==> config.mk <==
export PLATFORM = sky130hd
export DESIGN_NAME = ram_slot_arbiter
export DESIGN_NICKNAME = d
export VERILOG_FILES = /design/src/rtl/life_pkg.sv /design/src/rtl/ram_slot_arbiter.sv
export SDC_FILE = /design/constraint.sdc
export NUM_CORES = 1
export LEC_CHECK = 0
export CORE_MARGIN = 3
export CORE_UTILIZATION = 40
export CTS_CLUSTER_DIAMETER = 150
export CTS_CLUSTER_SIZE = 30
export DETAILED_ROUTE_END_ITERATION = 7
export GPL_ROUTABILITY_DRIVEN = 0
export PLACE_DENSITY = 0.7
export SYNTH_ARGS = -nofsm -noshare
export SYNTH_HDL_FRONTEND = slang
export SYNTH_SLANG_ARGS = --single-unit
==> constraint.sdc <==
create_clock -name clk_pixel -period 3 [get_ports clk_pixel]
set_input_delay 0.45 -clock clk_pixel [delete_from_list [all_inputs] [get_ports clk_pixel]]
set_output_delay 0.45 -clock clk_pixel [all_outputs]
set_load 0.02 [all_outputs]
==> src/rtl/life_pkg.sv <==
// Shared definitions for the life pixel-domain blocks: bus widths,
// SRAM slot phase markers and the slot grant encoding.
package life_pkg;

  localparam int unsigned LIFE_ADDR_W = 19;
  localparam int unsigned LIFE_DATA_W = 8;

  // Slot phases within the 8-cycle window: read slot 0-3, write slot 4-7
  localparam logic [2:0] RD_START  = 3'd0;
  localparam logic [2:0] RD_SAMPLE = 3'd3;
  localparam logic [2:0] WR_START  = 3'd4;
  localparam logic [2:0] WE_FIRST  = 3'd5;
  localparam logic [2:0] WE_LAST   = 3'd6;
  localparam logic [2:0] WR_LAST   = 3'd7;

  typedef enum logic [1:0] {
    NONE = 2'd0,
    ENG  = 2'd1,
    CPU  = 2'd2
  } grant_t;

endpackage

==> src/rtl/ram_slot_arbiter.sv <==
// Single-SRAM slot arbiter: an 8-cycle window split into a read slot and a
// write slot, shared between the life engine (priority) and CPU requests.
// All SRAM pins and requester returns are registered.
module ram_slot_arbiter
  import life_pkg::*;
#(
  parameter int unsigned ADDR_W = LIFE_ADDR_W,
  parameter int unsigned DATA_W = LIFE_DATA_W
) (
  input  logic              clk_pixel,
  input  logic              rst,
  input  logic              sync,
  input  logic              eng_active,
  input  logic              eng_wr_en,
  input  logic [ADDR_W-1:0] eng_rd_addr,
  input  logic [ADDR_W-1:0] eng_wr_addr,
  input  logic [DATA_W-1:0] eng_wr_data,
  output logic [DATA_W-1:0] eng_rd_data,
  output logic              eng_rd_valid,
  input  logic              cpu_req,
  input  logic              cpu_rnw,
  input  logic [ADDR_W-1:0] cpu_addr,
  input  logic [DATA_W-1:0] cpu_wdata,
  output logic              cpu_ack,
  output logic [DATA_W-1:0] cpu_rdata,
  output logic [ADDR_W-1:0] ram_addr,
  output logic              ram_cel,
  output logic              ram_oel,
  output logic              ram_wel,
  output logic [DATA_W-1:0] ram_dq_out,
  output logic              ram_dq_oe,
  input  logic [DATA_W-1:0] ram_dq_in
);

  logic [2:0]        ph, ph_d;
  grant_t            gnt, gnt_d;
  logic [ADDR_W-1:0] slot_addr, slot_addr_d;
  logic [DATA_W-1:0] slot_data, slot_data_d;
  logic              cpu_done;

  logic              live_d;
  logic              cel_d, oel_d, wel_d;
  logic [ADDR_W-1:0] addr_d;
  logic [DATA_W-1:0] dq_d;
  logic              rd_done, wr_done;

  // State register: slot phase, current grant and the captured address/data
  always_ff @(posedge clk_pixel or posedge rst) begin
    if (rst) begin
      ph        <= RD_START;
      gnt       <= NONE;
      slot_addr <= '0;
      slot_data <= '0;
    end else begin
      ph        <= ph_d;
      gnt       <= gnt_d;
      slot_addr <= slot_addr_d;
      slot_data <= slot_data_d;
    end
  end

  // Next state: sync restarts the window (aborting any slot in flight);
  // grants are only decided at the two slot boundaries
  always_comb begin
    ph_d        = sync ? RD_START : ph + 3'd1;
    gnt_d       = gnt;
    slot_addr_d = slot_addr;
    slot_data_d = slot_data;
    if (ph_d == RD_START) begin
      if (eng_active) begin
        gnt_d       = ENG;
        slot_addr_d = eng_rd_addr;
      end else if (cpu_req && cpu_rnw && !cpu_done) begin
        gnt_d       = CPU;
        slot_addr_d = cpu_addr;
      end else begin
        gnt_d       = NONE;
      end
    end else if (ph_d == WR_START) begin
      if (eng_active && eng_wr_en) begin
        gnt_d       = ENG;
        slot_addr_d = eng_wr_addr;
        slot_data_d = eng_wr_data;
      end else if (cpu_req && !cpu_rnw && !cpu_done) begin
        gnt_d       = CPU;
        slot_addr_d = cpu_addr;
        slot_data_d = cpu_wdata;
      end else begin
        gnt_d       = NONE;
      end
    end
  end

  // Output decode: pin values for the coming cycle derived from next state,
  // so the pins are plain registers with no input-to-pin path
  always_comb begin
    live_d  = (gnt_d != NONE);
    cel_d   = !live_d;
    oel_d   = !(live_d && (ph_d < WR_START));
    wel_d   = !(live_d && (ph_d >= WE_FIRST) && (ph_d <= WE_LAST));
    addr_d  = live_d ? slot_addr_d : '1;
    dq_d    = (live_d && (ph_d >= WR_START)) ? slot_data_d : '0;
    // a sync on the sample edge aborts the read, so nothing is returned
    rd_done = (gnt != NONE) && (ph == RD_SAMPLE) && !sync;
    wr_done = (gnt == CPU) && (ph == WR_LAST);
  end

  // SRAM pin registers
  always_ff @(posedge clk_pixel or posedge rst) begin
    if (rst) begin
      ram_cel    <= 1'b1;
      ram_oel    <= 1'b1;
      ram_wel    <= 1'b1;
      ram_addr   <= '1;
      ram_dq_out <= '0;
      ram_dq_oe  <= 1'b0;
    end else begin
      ram_cel    <= cel_d;
      ram_oel    <= oel_d;
      ram_wel    <= wel_d;
      ram_addr   <= addr_d;
      ram_dq_out <= dq_d;
      ram_dq_oe  <= !wel_d;
    end
  end

  // Requester returns and the one-access-per-request latch
  always_ff @(posedge clk_pixel or posedge rst) begin
    if (rst) begin
      eng_rd_data  <= '0;
      eng_rd_valid <= 1'b0;
      cpu_rdata    <= '0;
      cpu_ack      <= 1'b0;
      cpu_done     <= 1'b0;
    end else begin
      eng_rd_valid <= 1'b0;
      cpu_ack      <= 1'b0;
      if (rd_done && (gnt == ENG)) begin
        eng_rd_data  <= ram_dq_in;
        eng_rd_valid <= 1'b1;
      end
      if (rd_done && (gnt == CPU)) begin
        cpu_rdata <= ram_dq_in;
        cpu_ack   <= 1'b1;
      end
      if (wr_done) begin
        cpu_ack <= 1'b1;
      end
      // set on the ack edge so the very next grant decision already sees it
      if ((rd_done && (gnt == CPU)) || wr_done) begin
        cpu_done <= 1'b1;
      end else if (!cpu_req) begin
        cpu_done <= 1'b0;
      end
    end
  end

endmodule

==> flow_metrics.env <==
export IMPL_cp_slowest_cell="a21boi_2"
export IMPL_power_leakage_nw=2.42
export IMPL_crit_reg2reg_capture="ram_addr[7]"
export IMPL_core_um2=9820
export IMPL_tns_ps=0
export IMPL_path_max_fanout=18
export IMPL_clkPwrFrac_pct=27.2
export IMPL_ys_seq_elements=82
export IMPL_dp_final_hpwl_mm=8.22
export IMPL_area_growth_pct=43.6
export IMPL_wirelength_mm=12.2
export IMPL_antenna_cells=0
export IMPL_synth_compound_area_share_pct=20.8
export IMPL_timing_final_crit_share_pct=92.2
export IMPL_yosys_area_share_simple_pct=19.1
export IMPL_synth_top_family_by_area="compound AO/OA/AOI/OAI gates"
export IMPL_routed_via_density=5.55
export IMPL_hold_path_end="eng_rd_data[4]"
export IMPL_drt_first_pass_iters=5
export IMPL_die_height_um=107
export IMPL_synth_ff_type="dfrtp_1"
export IMPL_overflow=0
export IMPL_crit_path_end_kind="register"
export IMPL_maxSlewViolCount=0
export IMPL_yosys_area_share_adder_pct=0.924
export IMPL_yosys_area_top_type_share_pct=36.9
export IMPL_nets=618
export IMPL_synth_warning_count=0
export IMPL_drtIter0Drc=198
export IMPL_cp_data_arrival_time_ps=3050
export IMPL_max_stage_delay_ps=850
export IMPL_io_buffers=136
export IMPL_start_util_pct=41.4
export IMPL_grt_max_degree=47
export IMPL_crit_path_frequent_cell="ha_1"
export IMPL_max_vdd_ir_drop_mv=0.254
export IMPL_reg2reg_setup_slack_ps=240
export IMPL_cts_tree="built"
export IMPL_cts_setup_buffers=0
export IMPL_grt_pass1_wl_mm=19.0
export IMPL_dieArea_um2=11400
export IMPL_maxCapViolCount=0
export IMPL_final_layout_size_suffix_gt1_share_pct=15.8
export IMPL_cts_buffers=9
export IMPL_final_cell_mix="clkdlybuf4s50_1, dfrtp_1, nand2_1, a21oi_1, dfstp_2"
export IMPL_synth_mux_area_share_pct=4.43
export IMPL_root_buffer="clkbuf_8"
export IMPL_holdCritStartpoint="eng_rd_data[4]"
export IMPL_avgSynthCellArea_um2=10.4
export IMPL_cp_cell_sequence="ha_1, ha_1, nand3b_1, a21boi_2, a221o_1, or3_1, nand2b_1"
export IMPL_hold_violations=0
export IMPL_rows=36
export IMPL_max_freq_mhz=362
export IMPL_pin_count=137
export IMPL_slew_headroom_pct=26.4
export IMPL_antenna_found_initial=0
export IMPL_cts_htree_levels=3
export IMPL_synthArstFlopShare_pct=100
export IMPL_drc=0
export IMPL_tightest_slew_ps=1100
export IMPL_synth_seq_area_share_pct=51.2
export IMPL_cts_clk_slew_worst_paths_ps=80
export IMPL_synth_cell_types=45
export IMPL_cts_buffer_depth=2
export IMPL_cts_sinks=82
export IMPL_power_frac_comb_pct=28.5
export IMPL_cp_required_ps=3290
export IMPL_power_net_switching_mw=0.948
export IMPL_synth_xor_area_share_pct=0
export IMPL_grt_pass1_vias=3760
export IMPL_powerDensity_nw_per_um2=550
export IMPL_layout_commonest_cell="clkdlybuf4s50_1"
export IMPL_vias=3692
export IMPL_hold_buffers=0
export IMPL_min_period_ps=2760
export IMPL_ant_nets=0
export IMPL_hold_class="reg2reg"
export IMPL_whs_ps=508
export IMPL_grt_usage_pct=21.3
export IMPL_postSynthCellCount=390
export IMPL_clock_latency_ps=350
export IMPL_p_seq_share_pct=44.4
export IMPL_status="finished clean"
export IMPL_synthTopCellsByArea="dfrtp_1, dfstp_2, a21oi_1"
export IMPL_crit_type="reg2reg"
export IMPL_worst_r2r_path_depth=7
export IMPL_p_sw_share_pct=29.5
export IMPL_fin_skew_ps=6.03
export IMPL_cts_resized=0
export IMPL_syn_nets=481
export IMPL_regToRegStartpoint="ph[0]"
export IMPL_rsz0062_at_grt="false"
export IMPL_synth_edf_count=0
export IMPL_dieWidth_um=107
export IMPL_internal_power_mw=2.26
export IMPL_wl_per_cell_um=18.4
export IMPL_yosysTopAreaCell="dfrtp_1"
export IMPL_synth_area_um2=4060
export IMPL_whs_path_depth=1
export IMPL_startpoint_type="register"
export IMPL_setup_violations=0
[cell type report]
| type | instances | area, um2 |
|---|---|---|
| fillers | 842 | 3980 |
| flip-flops and latches | 82 | 2080 |
| multi-input cells | 277 | 1860 |
| repair buffers | 153 | 1500 |
| well taps | 133 | 166 |
| clock buffers | 10 | 128 |
| clock inverters | 6 | 90.1 |
| inverters | 4 | 16.3 |
[cells in the mapped netlist (13+ instances only)]
library cell and instances:
dfstp_2 22, a221o_1 18, nor2_1 13, o2111a_1 17, mux2_2 16, nand2_1 58, clkbuf_1 15, a21oi_1 46
nand2b_1 19, or3_1 18, dfrtp_1 60, nand3_1 18
[state kept, by name, indices dropped and copies added (netlist names), 2 cells and up]
register,flops
cpu_rdata,8
eng_rd_data,8
gnt,2
ph,3
ram_addr,19
ram_dq_out,8
slot_addr,19
slot_data,8
[power by group through the flow]
stage | clock network [mW] | registers [mW] | logic [mW]
after detailed placement | 0 | 1.44 | 0.918
after floorplan | 0 | 1.56 | 0.354
after CTS | 0.887 | 1.42 | 0.918
after global placement | 0 | 1.44 | 0.895
after global routing | 0.929 | 1.45 | 0.981
final | 0.872 | 1.42 | 0.915
[per-layer routing]
metal	vias up	track usage, %	part of all wire [%]
li1	1714	-	-
met1	1810	28.2	42
met2	155	35.1	49
met3	13	3.61	7.2
met4	0	8.04	1.2
met5	-	0	0
[critical path, delay by kind of cell, from the launching register on]
kind            cells  cell delay [ps]
fa+ha+maj           2              710
compound gates      2             1140
flops               1              450
simple gates        3              410
[through the flow]
stage / area [um2] / util, % / instances / setup slack, ps / total power [mW]
finish: 5840 / 59.4 / 665 / 235 / 3.21
global route: 5840 / 59.4 / 665 / 99.1 / 3.36
CTS: 5840 / 59.4 / 665 / 289 / 3.23
detailed placement: 5620 / 57.2 / 649 / 279 / 2.36
global placement: 5620 / 57.2 / 649 / 333 / 2.34
floorplan: 4060 / - / 390 / 478 / 1.91
[cells by family (layout without fill, tap and decap cells)]
logic type,after synthesis,count (layout)
compound gates,112,112
fa+ha+maj,3,3
buf+inv,31,173
flops,82,82
mux,16,16
simple gates,146,146
[how the worst max path moves through the flow]
stage,to,start,cells after the start
final,ram_addr[7],ph[0],7
after global routing,ram_addr[7],ph[0],7
after CTS,ram_addr[7],ph[0],7
after detailed placement,ram_addr[7],sync,6
after global placement,ram_addr[4],sync,6
after floorplan,cpu_ack,rst,1
(Power assumes the default switching activity.)
